--- config.mk ---
export PLATFORM = sky130hd
export DESIGN_NAME = pipe_ctrl
export DESIGN_NICKNAME = d
export VERILOG_FILES = /design/src/rtl/pipe_ctrl.sv
export SDC_FILE = /design/constraint.sdc
export NUM_CORES = 1
export LEC_CHECK = 0
export BUFFER_PORTS_ARGS = -buffer_cell sky130_fd_sc_hd__buf_2
export CAP_MARGIN = 0
export CORE_ASPECT_RATIO = 0.75
export CORE_UTILIZATION = 45
export DETAILED_ROUTE_END_ITERATION = 10
export PLACE_DENSITY = 0.67
export SLEW_MARGIN = 10
export SYNTH_ARGS = -nofsm -noshare
export SYNTH_HDL_FRONTEND = slang
export SYNTH_SLANG_ARGS = --single-unit
--- constraint.sdc ---
create_clock -name clk -period 3.2 [get_ports clk]
set_input_delay 0.96 -clock clk [delete_from_list [all_inputs] [get_ports clk]]
set_output_delay 0.96 -clock clk [all_outputs]
set_load 0.05 [all_outputs]
--- src/rtl/pipe_ctrl.sv ---
// Central pipeline sequencer: merges stage stall requests into a per-stage stall
// vector, sequences exception flushes (deferred while memory is busy) and tracks stall debug counters.
module pipe_ctrl #(
  parameter int unsigned WD_MAX  = 1023,
  parameter int unsigned HOLDOFF = 1
) (
  input  logic        clk,
  input  logic        rst,
  input  logic        stallreq_id,
  input  logic        stallreq_ex,
  input  logic        stallreq_mem,
  input  logic        excp_req,
  input  logic [31:0] excp_target,
  output logic [5:0]  stall,
  output logic        flush,
  output logic [31:0] new_pc,
  output logic [31:0] stall_cnt,
  output logic        hang
);

  typedef enum logic [1:0] {
    S_RUN,
    S_WAIT_MEM,
    S_FLUSH,
    S_HOLD
  } state_t;

  localparam logic [15:0] WD_LIMIT   = 16'(WD_MAX);
  localparam logic [2:0]  HOLD_CYCLES = 3'(HOLDOFF);

  state_t      r_state;
  state_t      w_next;
  logic [31:0] r_pending;
  logic [31:0] r_new_pc;
  logic [31:0] r_stall_cnt;
  logic [15:0] r_wd_cnt;
  logic [2:0]  r_hold_cnt;
  logic        r_flush;
  logic        r_hang;
  logic [5:0]  w_stall;
  logic        w_pc_stall;

  // NOTE: every flop here, including the pending-target register, has an async
  // reset so an exception caught mid-sequence is fully discarded by reset.
  always_ff @(posedge clk or negedge rst) begin
    if (!rst) r_state <= S_RUN;
    // NOTE: sequential state always uses non-blocking assignment.
    else      r_state <= w_next;
  end

  always_comb begin
    // NOTE: default first so no path through the case leaves w_next unassigned (no latch).
    w_next = r_state;
    unique case (r_state)
      S_RUN:      if (excp_req) w_next = stallreq_mem ? S_WAIT_MEM : S_FLUSH;
      S_WAIT_MEM: if (!stallreq_mem) w_next = S_FLUSH;
      S_FLUSH:    w_next = S_HOLD;
      S_HOLD:     if (r_hold_cnt <= 3'd1) w_next = S_RUN;
      default:    w_next = S_RUN;
    endcase
  end

  // Stall freezes the requesting stage and every stage upstream of it.
  always_comb begin
    w_stall = 6'b000000;
    if (r_state != S_FLUSH) begin
      if (stallreq_mem)     w_stall = 6'b011111;
      else if (stallreq_ex) w_stall = 6'b001111;
      else if (stallreq_id) w_stall = 6'b000111;
    end
  end

  assign w_pc_stall = w_stall[0];

  always_ff @(posedge clk or negedge rst) begin
    if (!rst) begin
      r_pending  <= 32'h0;
      r_new_pc   <= 32'h0;
      r_flush    <= 1'b0;
      r_hold_cnt <= 3'd0;
    end else begin
      r_flush <= (w_next == S_FLUSH);
      if (r_state == S_RUN && excp_req) begin
        if (stallreq_mem) r_pending <= excp_target;
        else              r_new_pc  <= excp_target;
      end
      if (r_state == S_WAIT_MEM && !stallreq_mem) r_new_pc <= r_pending;
      if (r_state == S_FLUSH)                       r_hold_cnt <= HOLD_CYCLES;
      else if (r_state == S_HOLD && r_hold_cnt != 3'd0) r_hold_cnt <= r_hold_cnt - 3'd1;
    end
  end

  // Debug counters: lifetime stall total and a consecutive-stall watchdog.
  always_ff @(posedge clk or negedge rst) begin
    if (!rst) begin
      r_stall_cnt <= 32'h0;
      r_wd_cnt    <= 16'h0;
      r_hang      <= 1'b0;
    end else if (w_pc_stall) begin
      if (r_stall_cnt != 32'hFFFF_FFFF) r_stall_cnt <= r_stall_cnt + 32'd1;
      if (r_wd_cnt != WD_LIMIT) begin
        r_wd_cnt <= r_wd_cnt + 16'd1;
        if (r_wd_cnt + 16'd1 == WD_LIMIT) r_hang <= 1'b1;
      end
    end else begin
      r_wd_cnt <= 16'h0;
    end
  end

  assign stall     = w_stall;
  assign flush     = r_flush;
  assign new_pc    = r_new_pc;
  assign stall_cnt = r_stall_cnt;
  assign hang      = r_hang;

endmodule

# Yosys cells after proc, flatten, opt, wreduce, memory -nomap -nowiden
# Index checks and enable logic that the tools add are counted.
# word_totals
ff_bits	119
in_bits	38
out_inout_bits	72
word_cells	50
# classes
add_sub_neg	3
n_lt_le_gt_ge	1
eq_ne	10
muxes	16
reduce_logical	12
# op_table
cell	count
32-bit two-way mux	3
32-bit by 1-bit adder with 32-bit output, second input constant	1
16-bit two-way mux	2
32-bit != test, second input constant	1
16-bit by 1-bit adder with 16-bit output, second input constant	1
16-bit by 10-bit equality test with 1-bit output, second input constant	1
16-bit by 10-bit != test with 1-bit output, second input constant	1
5-bit two-way mux	2
3-bit two-way mux	3
2-bit two-way mux	4
2-bit case mux with 4 select lines	1
2-bit equality test, second input constant	3
2-bit AND reduction	3
4-bit two-way mux	1
2-bit by 1-bit != test with 1-bit output, second input constant	2
2-bit nonzero test	2
3-bit by 1-bit less-or-equal comparator with 1-bit output, second input constant	1
1-bit logical AND	3
3-bit AND reduction	1
3-bit nonzero test	1
3-bit by 1-bit subtractor with 3-bit output, second input constant	1
2-bit by 1-bit equality test with 1-bit output, second input constant	1
2-bit logical NOT	1
2-bit != test, second input constant	1
1-bit logical NOT	1

# Logic depth before layout (Yosys ltp)
# Gate-level depths: netlist of run 1.
# depth
ltp_word	5
depth_mapped	8
depth_no_buf	7

# Worst setup path after synthesis of run 1
# Ideal clock, no wire load.
# synth_timing
path_type	input to output
startpoint	in stallreq_id
endpoint	out stall[1]
t_arrival_ns	2.155
required_time_ns	2.240
slack_ns	0.085
path_stages	6
path_buffers	3
cell_sequence	nor3_1 > or2_2 > buf_4 > inv_1 > buf_2 > buf_4
# synth_via
elab_chain_cells	4
# synth_rtl
item	line	text
start: declaration	9	input logic stallreq_id,
3-bit two-way mux	69	else if (stallreq_id) w_stall = 6'b000111;
4-bit two-way mux	68	else if (stallreq_ex) w_stall = 6'b001111;
5-bit two-way mux	67	if (stallreq_mem) w_stall = 6'b011111;
5-bit two-way mux	66	if (r_state != S_FLUSH) begin
end: declaration	14	output logic [5:0] stall,
# No other way between the ends.

# Worst setup path in the final report of run 1
# layout_timing
startpoint	in stallreq_mem
endpoint	out stall[2]
# layout_via
elab_chain_cells	2
# layout_rtl
item	line	text
start: declaration	11	input logic stallreq_mem,
5-bit two-way mux	67	
5-bit two-way mux	66	
# No other way between the ends.

==> results of run 1 <==
==> placed cells by master, fill, tap and decap left out, types with 2 or more instances in the layout <==
cell type and instances:
nor4_1 2, nor2_1 27, nor3_1 7, a21oi_1 10, o21ai_0 38, and4_1 5, dfrtp_1 119, clkbuf_16 17
xnor2_1 24, nor3b_1 3, o311ai_0 2, nand4_1 13, nand2_1 59, or3_1 3, clkbuf_1 2, buf_4 6
ha_1 6, and2_1 4, o41ai_1 2, mux2i_1 32, inv_1 15, o22ai_1 3, bufinv_16 2, nand2b_1 4
mux2_2 33, or2_2 2, xor2_1 15, nand3_1 18, clkbuf_8 6, and3_1 6, buf_2 107, nor4b_1 2
nor3b_2 2, a31oi_1 3, nor2b_1 4
==> sequential cells by signal, indices dropped and copies added (netlist names) <==
signal,flops
hang,1
r_hold_cnt,3
stall_cnt,32
new_pc,32
flush,1
r_state,2
r_wd_cnt,16
r_pending,32
==> layout make-up <==
| type | count | area [um^2] | share of cell area [%] |
|---|---|---|---|
| Timing Repair Buffer | 114 | 601 | 8.84 |
| Sequential cell | 119 | 2980 | 43.8 |
| Inverter | 15 | 56.3 | 0.829 |
| Tap cell | 162 | 203 | 2.98 |
| Clock buffer | 25 | 515 | 7.59 |
| Clock inverter | 3 | 65.1 | 0.958 |
| Multi-Input combinational cell | 347 | 2370 | 35.0 |
==> critical path, delay by kind of cell <==
family	cells	cell delay, ns
buffers and inverters	3	0.51
AND/OR/NAND/NOR	2	0.34
==> per-stage QoR <==
stage | cell area [um^2] | std cells
finish | 6790 | 785
global route | 6790 | 785
CTS | 6790 | 785
detailed placement | 6210 | 757
global placement | 6210 | 757
floorplan | 5520 | 506
==> cells by family after synthesis <==
logic type	synth area share, %
AOI/OAI and AO/OA	7.11
xor gates and xnor gates	6.18
adders and majority gates	1.36
buffers and inverters	3.31
DFF	53.9
muxes	12.5
other	0.0679
and+or+nand+nor	15.5
==> final timing paths <==
| kind | to | slack, ns | cells past startpoint |
|---|---|---|---|
| setup reg to reg | stall_cnt[1] | 0.80 | 6 |
| setup / recovery | stall[2] | 0.42 | 5 |
| hold reg to reg | new_pc[31] | 0.47 | 2 |
| min in group asynchronous | new_pc[30] | 0.55 | 1 |
| hold / removal | new_pc[31] | 0.47 | 2 |
| max in group asynchronous | new_pc[14] | 1.88 | 2 |
==> per-layer routing <==
layer	track usage, %	vias up
li1	-	1987
met1	27.3	2018
met2	31.4	88
met3	6.79	6
met4	5.19	0
met5	0	-
==> power breakdown <==
group	internal (W)	total, W	switching, W
Clock	0.00125	0.00185	0.000604
Sequential	0.00200	0.00233	0.000324
Combinational	0.000724	0.00236	0.00163
==> flow_metrics.tcl, run 1 <==
set metrics [dict create \
    synth_top_area_share_pct 53.9 \
    drtAntennaViolNets 0 \
    io_pins 110 \
    clock_path_buffers 2 \
    clock_latency_ns 0.40 \
    synthTopCellsByCount "119 x dfrtp_1, 59 x nand2_1, 38 x o21ai_0, 33 x mux2_2, 32 x mux2i_1" \
    hold_viol_final 0 \
    grt_pass1_vias 4164 \
    fill_cells 1005 \
    globalplace.congestion 0.793 \
    synth-edff-count 0 \
    routed_wl_um 11500 \
    via_per_inst 5.22 \
    antenna_found_initial 0 \
    skew_ns 0.00999 \
    synth_area_um2 5520 \
    setup_viol 0 \
    overflow 0 \
    worst-setup-path-type "input pin to output port" \
    cts_tree "built" \
    highest_layer "met4" \
    synth_area_leaders "dfrtp_1 54%, mux2_2 6.7%, mux2i_1 5.8%, nand2_1 4.0%, xnor2_1 3.8%" \
    finalMaxSlewViolations 0 \
    post-cts-setup-buffers 0 \
    routed-via-count 4099 \
    die_area_um2 12700 \
    synth-async-reset-ratio_pct 100 \
    syn_inst 506 \
    syn_avg_cell_area_um2 10.9 \
    hpwl_um 7810 \
    die_h_um 98.0 \
    htreeDepth 4 \
    initial_utilization_pct 46.9 \
    met2_length_um 5410 \
    finalCritPeriodShare_pct 86.8 \
    cpMaxStageDelayCell "or2_2" \
    wl_per_cell_um 14.7 \
    yosys_register_bits 119 \
    slew_headroom_pct 32.4 \
    synth.distinct_cells 49 \
    cts_sinks 119 \
    rows 34 \
    crit_start "stallreq_mem" \
    die_w_um 130 \
    dr_wl_met3_um 619 \
    min-delay-path-class "flip-flop to flip-flop" \
    setup-tns-final_ns 0 \
    post-place-ws_ns 0.424 \
    clk_pin_slew_worst_paths_ns 0.05 \
    clock-root-buffer "clkbuf_16" \
    numCtsBuffers 17 \
    rsz0062_at_grt "false" \
    grt_pass1_wl_um 20100 \
    end_kind "output port" \
    rr_startpoint "stall_cnt[0]" \
    leakage_nw 3.20 \
    ys_seq_area_share_pct 53.9 \
    crit_fanout 6 \
    dr.pass1.iters 4 \
    total_power_w 0.00654 \
    hold_ws_ns 0.473 \
    num_antenna_cells 0 \
    status "completed" \
    ctsResizeCount 0 \
    finalNetCount 658 \
    drc_errors 0 \
    core_area_um2 11800 \
    ys.flop_type "dfrtp_1" \
    cp_cell_sequence "buf_2 -> nor3_1 -> or2_2 -> inv_1 -> buf_2" \
    cpMostUsedCell "buf_2" \
    layout-drive-gt1-share_pct 29.4 \
    slowest_delay_ns 0.28 \
    synth_top_area_cell "dfrtp_1" \
    io_buffers 108 \
    synth_nets 550 \
    cp-start-kind "input pin" \
    grt_use_total_pct 20.3 \
    tightest_slew_ns 1.01 \
    met1Wirelength_um 5420 \
    synth.most_common_cell "dfrtp_1" \
    grt_max_degree 67 \
    hold_buffers 0 \
    required_ns 2.24 \
    drtIter0Drc 271 \
    crit_arrival_ns 1.82 \
    setup_ws_ns 0.423 \
    final_core_util_pct 57.6 \
    syn_to_final_growth_pct 23.0 \
    yosys_warnings 0 \
    peakVddDrop_uv 587 \
    period_minus_slack_ns 2.78 \
    maxClockFrequency_mhz 360 \
    drv_cap 0 \
    p_per_area_nw_per_um2 962 \
    worstHoldStart "new_pc[31]" \
]
Power figures use the tool's default switching activity.
==> inputs of run 2 (changes only) <==
--- a/config.mk
+++ b/config.mk
@@ -5,7 +5,7 @@
 export SDC_FILE = /design/constraint.sdc
 export NUM_CORES = 1
 export LEC_CHECK = 0
-export BUFFER_PORTS_ARGS = -buffer_cell sky130_fd_sc_hd__buf_2
+export BUFFER_PORTS_ARGS = -buffer_cell sky130_fd_sc_hd__buf_4
 export CAP_MARGIN = 0
 export CORE_ASPECT_RATIO = 0.75
 export CORE_UTILIZATION = 45
==> run 2 against run 1 <==
  * Die area stayed put
  * Register-to-register slack about the same
  * Setup slack better by 0.054 ns
  * Combinational power rose by 8%
==> flow_metrics.tcl, run 2 (same netlist as run 1, synthesis figures left out) <==
set metrics [dict create \
    numCtsBuffers 17 \
    die_w_um 130 \
    clock_latency_ns 0.41 \
    whs_path_depth 2 \
    htreeDepth 4 \
    grt_use_total_pct 20.5 \
    cts_sinks 119 \
    min-delay-path-class "flip-flop to flip-flop" \
    grt_pass1_vias 4109 \
    p_per_area_nw_per_um2 960 \
    fin_area_um2 7080 \
    drv_cap 0 \
    r2r_cells 6 \
    cpMaxStageDelayCell "dfrtp_1" \
    clock-root-buffer "clkbuf_16" \
    globalplace.congestion 0.832 \
    slowest_delay_ns 0.48 \
    crit_fanout 11 \
    via_per_inst 5.31 \
    wl_per_cell_um 15.2 \
    tightest_slew_ns 1.04 \
    layout-drive-gt1-share_pct 29.9 \
    dr.pass1.iters 5 \
    maxClockFrequency_mhz 367 \
    multi_input_area_um2 2370 \
    antenna_found_initial 0 \
    end_kind "output port" \
    core_area_um2 11800 \
    peakVddDrop_uv 478 \
    crit_arrival_ns 1.76 \
    layout_common_cells "119 x dfrtp_1, 112 x buf_4, 59 x nand2_1, 38 x o21ai_0, 33 x mux2_2" \
    grt_max_degree 120 \
    routed-via-count 4176 \
    ctsResizeCount 0 \
    finalCritPeriodShare_pct 85.1 \
    cp_cell_sequence "nor2b_1 -> or2_2 -> inv_1 -> buf_4" \
    fill_cells 1001 \
    clk_pin_slew_worst_paths_ns 0.05 \
    hold_ws_ns 0.472 \
    finalMaxSlewViolations 0 \
    required_ns 2.24 \
    rsz0062_at_grt "false" \
    hold_buffers 0 \
    initial_utilization_pct 46.9 \
    worstHoldStart "hang" \
    routed_wl_um 12000 \
    skew_ns 0.00631 \
    rows 34 \
    placed_cell_area_um2 6470 \
    drc_errors 0 \
    hold_viol_final 0 \
    setup_viol 0 \
    grt_pass1_wl_um 20200 \
    overflow 0 \
    leakage_nw 3.26 \
    cts_tree "built" \
    drtIter0Drc 218 \
    regArea_um2 2980 \
    worst-setup-path-type "flip-flop to output port" \
    rr_startpoint "stall_cnt[0]" \
    crit-reg2reg-capture "stall_cnt[1]" \
    syn_to_final_growth_pct 28.1 \
    post-cts-setup-buffers 0 \
    period_minus_slack_ns 2.72 \
    slew_headroom_pct 31.0 \
    drtAntennaViolNets 0 \
    rrSetupSlack_ns 0.79 \
    final_common_cell "dfrtp_1" \
    io_pins 110 \
    clock_path_buffers 2 \
    setup-tns-final_ns 0 \
    die_area_um2 12700 \
    finalNetCount 657 \
    hold_path_end "hang" \
    hpwl_um 7880 \
    num_antenna_cells 0 \
    io_buffers 108 \
    cp-start-kind "flip-flop" \
    die_h_um 98.0 \
    status "completed" \
]
==> run 2: cell count changes in the layout (fill, tap and decap cells not counted) <==
| cell | previous run | this run |
|---|---|---|
| buf_2 | 107 | 0 |
| buf_4 | 6 | 112 |
| clkbuf_8 | 6 | 2 |
| clkinvlp_4 | 0 | 4 |
| clkbuf_1 | 2 | 0 |
| clkinv_2 | 1 | 3 |
| clkinv_4 | 0 | 2 |
| bufinv_16 | 2 | 3 |
==> run 2: critical path, delay by kind of cell (launching register included) <==
kind	cells	cell delay [ns]
buf+inv	2	0.32
flops	1	0.48
simple gates	2	0.54
==> run 2: area by class of cell <==
type	count	share of cell area, %
well taps	162	2.86
multi-input cells	347	33.6
flip-flops and latches	119	42.1
clock buffers	19	6.40
repair buffers	113	12.2
inverters	15	0.795
clock inverters	12	2.16
==> run 2: per-stage QoR <==
step / utilization [%] / power, W / std cells / setup slack, ns
finish: 60.1 / 0.00679 / 787 / 0.477
detailed placement: 54.9 / 0.00490 / 756 / 0.506
CTS: 60.1 / 0.00686 / 787 / 0.465
floorplan: - / 0.00415 / 506 / 0.0854
global route: 60.1 / 0.00716 / 787 / 0.389
global placement: 54.9 / 0.00481 / 756 / 0.525
==> run 2: worst max-delay path by stage <==
stage	startpoint	end	slack, ns	depth (start not counted)
after CTS	r_state[1]	stall[2]	0.47	4
after global routing	r_state[1]	stall[2]	0.39	4
after floorplan	stallreq_id	stall[1]	0.09	6
after detailed placement	stallreq_mem	stall[2]	0.51	5
after global placement	stallreq_mem	stall[1]	0.52	5
final	r_state[1]	stall[2]	0.48	4
==> run 2: power breakdown <==
group          internal (W)  switching, W  leakage (nW)  total [W]
registers           0.00200      0.000337          1.50    0.00234
clock network       0.00126      0.000663         0.287    0.00192
logic              0.000889       0.00165          1.48    0.00254
total               0.00415       0.00265          3.26    0.00679
==> run 2: layer usage <==
layer  GRT usage, %  vias to the layer above  wire length, um
met5              0                        -                0
met1           27.7                     2054             5500
met3           7.56                       13              846
met4           6.62                        0              136
met2           30.5                      125             5480
li1               -                     1984                -
